File: src/rtl/pc_redirect_unit.sv
// +----------------------------------------------------------------------------+
// | Module      : pc_redirect_unit                                             |
// | Description : Fetch PC sequencer with redirect acceptance and flush bubbles|
// | Revision    : 1.0                                                          |
// +----------------------------------------------------------------------------+
`default_nettype none

module pc_redirect_unit #(
  parameter logic [31:0] RESET_PC     = 32'h0040_0000,
  parameter int          FLUSH_CYCLES = 2
) (
  input  logic        iCLK,
  input  logic        iRST,
  input  logic        iTransf,
  input  logic [31:0] iTargetPC,
  input  logic        iStall,
  input  logic        iFetchAck,
  output logic        oFetchReq,
  output logic [31:0] oFetchAddr,
  output logic [31:0] oPC,
  output logic        oInstrValid,
  output logic        oFlush,
  output logic        oMisalign,
  output logic [15:0] oRedirCnt
);

  localparam logic [1:0] c_IDLE  = 2'd0;
  localparam logic [1:0] c_FETCH = 2'd1;
  localparam logic [1:0] c_FLUSH = 2'd2;
  localparam logic [2:0] c_FLUSH_LOAD = 3'(FLUSH_CYCLES);

  logic [1:0]  r_state;
  logic [1:0]  w_nextState;
  logic [31:0] r_pc;
  logic [2:0]  r_bubbleCnt;
  logic        r_instrValid;
  logic        r_misalign;
  logic [15:0] r_redirCnt;

  logic w_active;
  logic w_aligned;
  logic w_redirect;
  logic w_badTarget;
  logic w_advance;

  // Transfers are only honoured once the fetch engine is running
  assign w_active    = (r_state == c_FETCH) || (r_state == c_FLUSH);
  assign w_aligned   = (iTargetPC[1:0] == 2'b00);
  assign w_redirect  = iTransf & w_aligned & w_active;
  assign w_badTarget = iTransf & ~w_aligned & w_active;
  assign w_advance   = (r_state == c_FETCH) & ~w_redirect & ~iStall & iFetchAck;

  always_ff @(posedge iCLK) begin
    if (!iRST) begin
      r_state <= c_IDLE;
    end else begin
      r_state <= w_nextState;
    end
  end

  always_comb begin
    w_nextState = r_state;
    case (r_state)
      c_IDLE:  w_nextState = c_FETCH;
      c_FETCH: if (w_redirect) w_nextState = c_FLUSH;
      c_FLUSH: begin
        if (w_redirect) begin
          w_nextState = c_FLUSH;
        end else if (r_bubbleCnt <= 3'd1) begin
          w_nextState = c_FETCH;
        end
      end
      default: w_nextState = c_IDLE;
    endcase
  end

  always_comb begin
    oFetchReq = (r_state == c_FETCH);
    oFlush    = (r_state == c_FLUSH);
  end

  always_ff @(posedge iCLK) begin
    if (!iRST) begin
      r_pc         <= RESET_PC;
      r_bubbleCnt  <= 3'd0;
      r_instrValid <= 1'b0;
      r_misalign   <= 1'b0;
      r_redirCnt   <= 16'd0;
    end else begin
      r_instrValid <= w_advance;
      if (w_redirect) begin
        r_pc        <= iTargetPC;
        r_bubbleCnt <= c_FLUSH_LOAD;
        if (r_redirCnt != 16'hFFFF) begin
          r_redirCnt <= r_redirCnt + 16'd1;
        end
      end else if (r_state == c_FLUSH) begin
        r_bubbleCnt <= r_bubbleCnt - 3'd1;
      end
      if (w_advance) begin
        r_pc <= r_pc + 32'd4;
      end
      // Misaligned targets leave PC and flow untouched; only the flag records them
      if (w_badTarget) begin
        r_misalign <= 1'b1;
      end
    end
  end

  assign oPC         = r_pc;
  assign oFetchAddr  = r_pc;
  assign oInstrValid = r_instrValid;
  assign oMisalign   = r_misalign;
  assign oRedirCnt   = r_redirCnt;

endmodule

`default_nettype wire

File: config.mk
export PLATFORM = sky130hd
export DESIGN_NAME = pc_redirect_unit
export DESIGN_NICKNAME = d
export VERILOG_FILES = /design/src/rtl/pc_redirect_unit.sv
export SDC_FILE = /design/constraint.sdc
export NUM_CORES = 1
export LEC_CHECK = 0
export CAP_MARGIN = 25
export CORE_AREA = 5 5 87 89
export CTS_CLUSTER_DIAMETER = 30
export DETAILED_ROUTE_END_ITERATION = 16
export DIE_AREA = 0 0 92 94
export HOLD_SLACK_MARGIN = 0.06
export PLACE_DENSITY = 0.86
export SLEW_MARGIN = 30
export SYNTH_ARGS = -nofsm -noshare
export SYNTH_HDL_FRONTEND = slang
export SYNTH_SLANG_ARGS = --single-unit
File: constraint.sdc
create_clock -name iCLK -period 4.6 [get_ports iCLK]
set_clock_uncertainty 0.1 [all_clocks]
set_input_delay 0.69 -clock iCLK [delete_from_list [all_inputs] [get_ports iCLK]]
set_output_delay 0.69 -clock iCLK [all_outputs]
set_load 0.05 [all_outputs]
==> results.yml, run 1 <==
power:
  ir_drop_mv: 0.2196
  power_density_nw_per_um2: 363.0
  p_leak_nw: 1.481
  power_mw: 1.561
floorplan:
  fp.dieH_um: 94
  die-area_um2: 8648
  rows: 30
  fp.coreArea_um2: 6681
  io_pins: 121
  initial_core_util: 0.4708
  fp.dieW_um: 92
cts:
  insertion_delay_ps: 320
  cts_htree_levels: 2
  cts-resized-gates: 0
  cts_tree: "yes"
  cts_buffers: 5
  post_cts_buffers: 0
  cts.hold.buffers_added: 0
  cts_buffer_depth: 2
  clock-root-buffer: "clkbuf_8"
  clkSinkCount: 55
  path_clk_slew_ps: 90
grt:
  antenna_found_initial: 0
  grt_start_max_net_pins: 43
  grt_overflow: 0
  grt_pass1_vias: 2941
  track_usage: 0.1948
  grt_pass1_wl_um: 13750
sta:
  maxSlewHeadroom: 0.4899
  timing.setup.tns_ps: 0
  worst_pin_slew_ps: 758.8
  finalHoldViolations: 0
  min_period_ps: 2793
  rsz0062_at_grt: "no"
  setup_viol_count_final: 0
  report.final.slew_viol_count: 0
  min_period_over_period: 0.6072
  fmax_ghz: 0.3580
critical_path:
  rr_startpoint: "r_state[1]"
  arrival_ps: 2000
  crit_path_start_kind: "flip-flop"
  critPathCaptureType: "primary output"
  crit_start: "r_state[0]"
  regToRegSetupSlack_ps: 2140
  rr_endpoint: "oFetchAddr[23]"
  r2r.worst_path.cells: 7
  worstSetupPathType: "reg -> out"
  cp.required_ps: 3810
  crit_fanout: 9
placement:
  io_buffers: 120
  gp_congestion: 0.8648
  dp_hpwl_um: 6261
  place_area_um2: 4173
routing:
  wirelength_um: 8565
  detail_route.wl_per_cell_um: 15.89
  viasPerCell: 5.536
  drtPass1Iterations: 4
  ant_nets: 0
  drt_iter0_markers: 111
  vias: 2984
  route.detailed.drc: 0
synth:
  syn_area_per_cell_um2: 8.366
  yosysTopAreaCell: "dfxtp_1"
  synth_flop_cell: "dfxtp_1"
  async_reset_ff_frac: 0
  ys_seq_area_frac: 0.3500
  syn_inst: 376
  yosysWarningCount: 0
  ys_top_cells_by_area: "dfxtp_1, buf_4, xnor2_1"
  ys_ff_latch: 55
  ys_types: 46
  synth_top_area_frac: 0.3500
  synth.net_count: 421
  synth_area_um2: 3146
  synth-edff-count: 0
flow_run:
  cap_violations: 0
cells_and_area:
  diodes: 0
  fin_area_um2: 4300
  final_common_cell: "clkdlybuf4s50_1"
  layout-drive-gt1-share: 0.05011
  final_cell_mix: "clkdlybuf4s50_1, dfxtp_1, nor2_1"
  area_growth_pct: 36.71
  nets: 503
run_status:
  status: "finished clean"
min_path:
  hold_class: "reg -> reg"
  holdPathStages: 2
  worstHoldStart: "oMisalign"
  hold-path-endpoint: "oMisalign"
==> cell usage after synthesis, types with 5 or more instances <==
library cell	count
clkbuf_1	12
ha_1	8
nor3_1	10
nand4_1	16
buf_4	32
nand2_1	20
a211oi_1	5
nor2_1	30
xnor2_1	23
o21ai_0	27
and4_1	5
inv_1	9
dfxtp_1	55
a21oi_1	29
xor2_1	19
and3_1	9
nand3_1	24
==> how the worst max path moves through the flow <==
| stage | to | slack, ps | depth (start not counted) |
|---|---|---|---|
| floorplan | oFetchAddr[23] | 2180 | 7 |
| finish | oFlush | 1810 | 3 |
| CTS | oFlush | 1800 | 3 |
| global route | oFlush | 1670 | 3 |
| global placement | oFetchAddr[23] | 1650 | 4 |
| detailed placement | oFetchAddr[23] | 1560 | 4 |
==> stage by stage <==
stage | std cells | utilization | hold slack, ps | setup slack (ps)
floorplan | 376 | - | 380.5 | 2183
global placement | 531 | 0.6245 | 334.8 | 1650
detailed placement | 531 | 0.6245 | 350.0 | 1559
CTS | 539 | 0.6444 | 364.0 | 1802
global route | 539 | 0.6436 | 414.2 | 1671
finish | 539 | 0.6436 | 357.6 | 1807
==> worst max-delay path, stage by stage, from the launching register on <==
cell,delay [ps]
dfxtp_1,360
inv_1,110
ha_1,350
clkdlybuf4s50_1,870
==> cell type report <==
class,count,area [um2]
timing repair buffer,123,1219
multi-input combinational,263,1710
clock buffer,6,72.57
tap,80,100.1
sequential,55,1101
inverter,10,37.54
fill,591,2381
clock inverter,2,60.06
==> metal layers <==
layer  share of wire  GRT usage  up-vias
li1                -          -     1465
met1            0.42     0.2361     1394
met2            0.48     0.3285      112
met3           0.079    0.05689       13
met4           0.017    0.06931        0
met5               0          0        -
==> sequential cells by signal, summed over array words and instances (netlist names) <==
register     cells
oFetchAddr      32
oInstrValid      1
oMisalign        1
oRedirCnt       16
r_bubbleCnt      3
r_state          2
==> power breakdown <==
part / total, mW / internal [mW] / switching (mW)
logic: 0.590 / 0.214 / 0.377
clock network: 0.379 / 0.218 / 0.162
registers: 0.591 / 0.523 / 0.0685
total: 1.56 / 0.954 / 0.607
==> logic make-up after synthesis <==
| kind of cell | Yosys count | synth area share |
|---|---|---|
| AO/OA/AOI/OAI | 74 | 0.1348 |
| XOR/XNOR | 42 | 0.1169 |
| adder cells (fa/ha/maj) | 8 | 0.03182 |
| buffers and inverters | 58 | 0.1098 |
| flip-flops | 55 | 0.3500 |
| multiplexers | 2 | 0.006365 |
| AND/OR/NAND/NOR | 137 | 0.2502 |
Power figures use the tool's default switching activity.
==> inputs of run 2 (changes only) <==
--- a/config.mk
+++ b/config.mk
@@ -6,12 +6,12 @@
 export NUM_CORES = 1
 export LEC_CHECK = 0
 export CAP_MARGIN = 25
-export CORE_AREA = 5 5 87 89
+export CORE_AREA = 5 5 91 93
 export CTS_CLUSTER_DIAMETER = 30
 export DETAILED_ROUTE_END_ITERATION = 16
-export DIE_AREA = 0 0 92 94
+export DIE_AREA = 0 0 96 98
 export HOLD_SLACK_MARGIN = 0.06
-export PLACE_DENSITY = 0.86
+export PLACE_DENSITY = 0.79
 export SLEW_MARGIN = 30
 export SYNTH_ARGS = -nofsm -noshare
 export SYNTH_HDL_FRONTEND = slang
==> constraint.sdc (replaced) <==
create_clock -name iCLK -period 2.9 [get_ports iCLK]
set_clock_uncertainty 0.1 [all_clocks]
set_input_delay 0.435 -clock iCLK [delete_from_list [all_inputs] [get_ports iCLK]]
set_output_delay 0.435 -clock iCLK [all_outputs]
set_load 0.05 [all_outputs]
==> results.yml, run 2 (same netlist as run 1, synthesis figures left out) <==
min_path:
  hold_class: "reg -> reg"
grt:
  grt_overflow: 0
  grt_pass1_wl_um: 14220
  grt_start_max_net_pins: 61
  track_usage: 0.1840
  grt_pass1_vias: 3009
  antenna_found_initial: 0
routing:
  wirelength_um: 8475
  drtPass1Iterations: 4
  viasPerCell: 5.263
  detail_route.wl_per_cell_um: 15.05
  vias: 2963
  ant_nets: 0
  route.detailed.drc: 0
  drt_iter0_markers: 75
floorplan:
  fp.coreArea_um2: 7447
  fp.dieH_um: 98
  fp.dieW_um: 96
  io_pins: 121
  rows: 32
  initial_core_util: 0.4224
  die-area_um2: 9408
cells_and_area:
  layout-drive-gt1-share: 0.05206
  final_common_cell: "clkdlybuf4s50_1"
  utilization: 0.5791
  diodes: 0
  nFillCells: 685
  largest_register_ffs: 32
  fin_area_um2: 4313
  final_cell_mix: "clkdlybuf4s50_1, dfxtp_1, nor2_1"
  area_growth_pct: 37.11
  nets: 505
critical_path:
  crit_path_start_kind: "flip-flop"
  crit_fanout: 9
  critPathCaptureType: "primary output"
  crit_chain: "inv_1 > ha_1 > clkdlybuf4s50_1"
  worstSetupPathType: "reg -> out"
  crit_slowest_cell: "clkdlybuf4s50_1"
  slowest_delay_ps: 870
  critical_path.top_delay_family: "buffers and inverters"
  crit_buf_inv: 2
  arrival_ps: 2020
  cp.required_ps: 2370
power:
  intPower_mw: 1.343
  power_mw: 2.299
  p_sw_mw: 0.9561
  p_leak_nw: 1.473
  switching_share: 0.4159
  power_frac_comb: 0.411
  power_density_nw_per_um2: 533.0
  pwr-share-seq: 0.407
  clkPwrFrac: 0.182
  ir_drop_mv: 0.2652
sta:
  hold_slack_ps: 350.8
  setup_viol_count_final: 0
  worst_pin_slew_ps: 530.6
  report.final.slew_viol_count: 0
  fmax_ghz: 0.3920
  rsz0062_at_grt: "no"
  timing.setup.tns_ps: 0
  min_period_ps: 2551
  maxSlewHeadroom: 0.6436
  min_period_over_period: 0.8796
  finalHoldViolations: 0
cts:
  cts_buffer_depth: 2
  cts_htree_levels: 2
  insertion_delay_ps: 310
  clock-root-buffer: "clkbuf_8"
  cts_buffers: 5
  clkSinkCount: 55
  path_clk_slew_ps: 90
  cts_tree: "yes"
  cts.hold.buffers_added: 0
  cts-resized-gates: 0
  post_cts_buffers: 0
placement:
  dp_hpwl_um: 6408
  place_area_um2: 4228
  gp_congestion: 0.9038
  io_buffers: 120
flow_run:
  cap_violations: 0
run_status:
  status: "finished clean"
run 2: cell count changes in the layout (fill, tap and decap cells not counted):
cell / delta
clkdlybuf4s50_1: +1
bufinv_16: -2
buf_2: -1
buf_4: +1
clkinv_2: +1
buf_12: +1
clkinvlp_4: +1
run 2: metal layers:
layer | part of all wire | vias up | global-route usage | wire length, um
li1 | - | 1469 | - | -
met1 | 0.42 | 1380 | 0.2283 | 3583
met2 | 0.49 | 105 | 0.3101 | 4135
met3 | 0.079 | 9 | 0.05624 | 668
met4 | 0.010 | 0 | 0.04048 | 87
met5 | 0 | - | 0 | 0
run 2: area by class of cell:
type	instances	area [um2]	area share
clock buffer	6	72.57	0.01683
tap	102	127.6	0.02959
clock inverter	2	12.51	0.002901
inverter	10	37.54	0.008703
sequential	55	1101	0.2553
multi-input combinational	263	1710	0.3966
timing repair buffer	125	1251	0.2901
run 2: worst register-to-register path: stages, from the launching register on:
cell and delay, ps:
dfxtp_1 360, inv_1 110, ha_1 230, nand3b_1 240, nor4_4 580, nand3_1 180, or3_1 340, a31oi_1 160
run 2: path summary, 6_finish.rpt:
kind	slack, ps	end	depth (start not counted)	start
min reg2reg	350	oMisalign	2	oMisalign
max reg2reg	550	oFetchAddr[24]	7	r_state[1]
min	350	oMisalign	2	oMisalign
max	350	oFlush	3	r_state[0]
run 2: stage by stage:
| step | instances | worst slack [ps] |
|---|---|---|
| final | 563 | 349.2 |
| after global routing | 563 | 254.0 |
| after CTS | 563 | 341.1 |
| after floorplan | 376 | 482.6 |
| after detailed placement | 555 | 315.4 |
| after global placement | 555 | 375.7 |
run 2: power groups by stage:
stage	Clock (mW)	Combinational [mW]	Sequential (mW)
6_report	0.419	0.944	0.936
5_1_grt	0.460	1.00	0.952
4_1_cts	0.430	0.950	0.935
3_5_place_dp	0	0.943	0.952
3_3_place_gp	0	0.930	0.946
2_1_floorplan	0	0.513	1.10
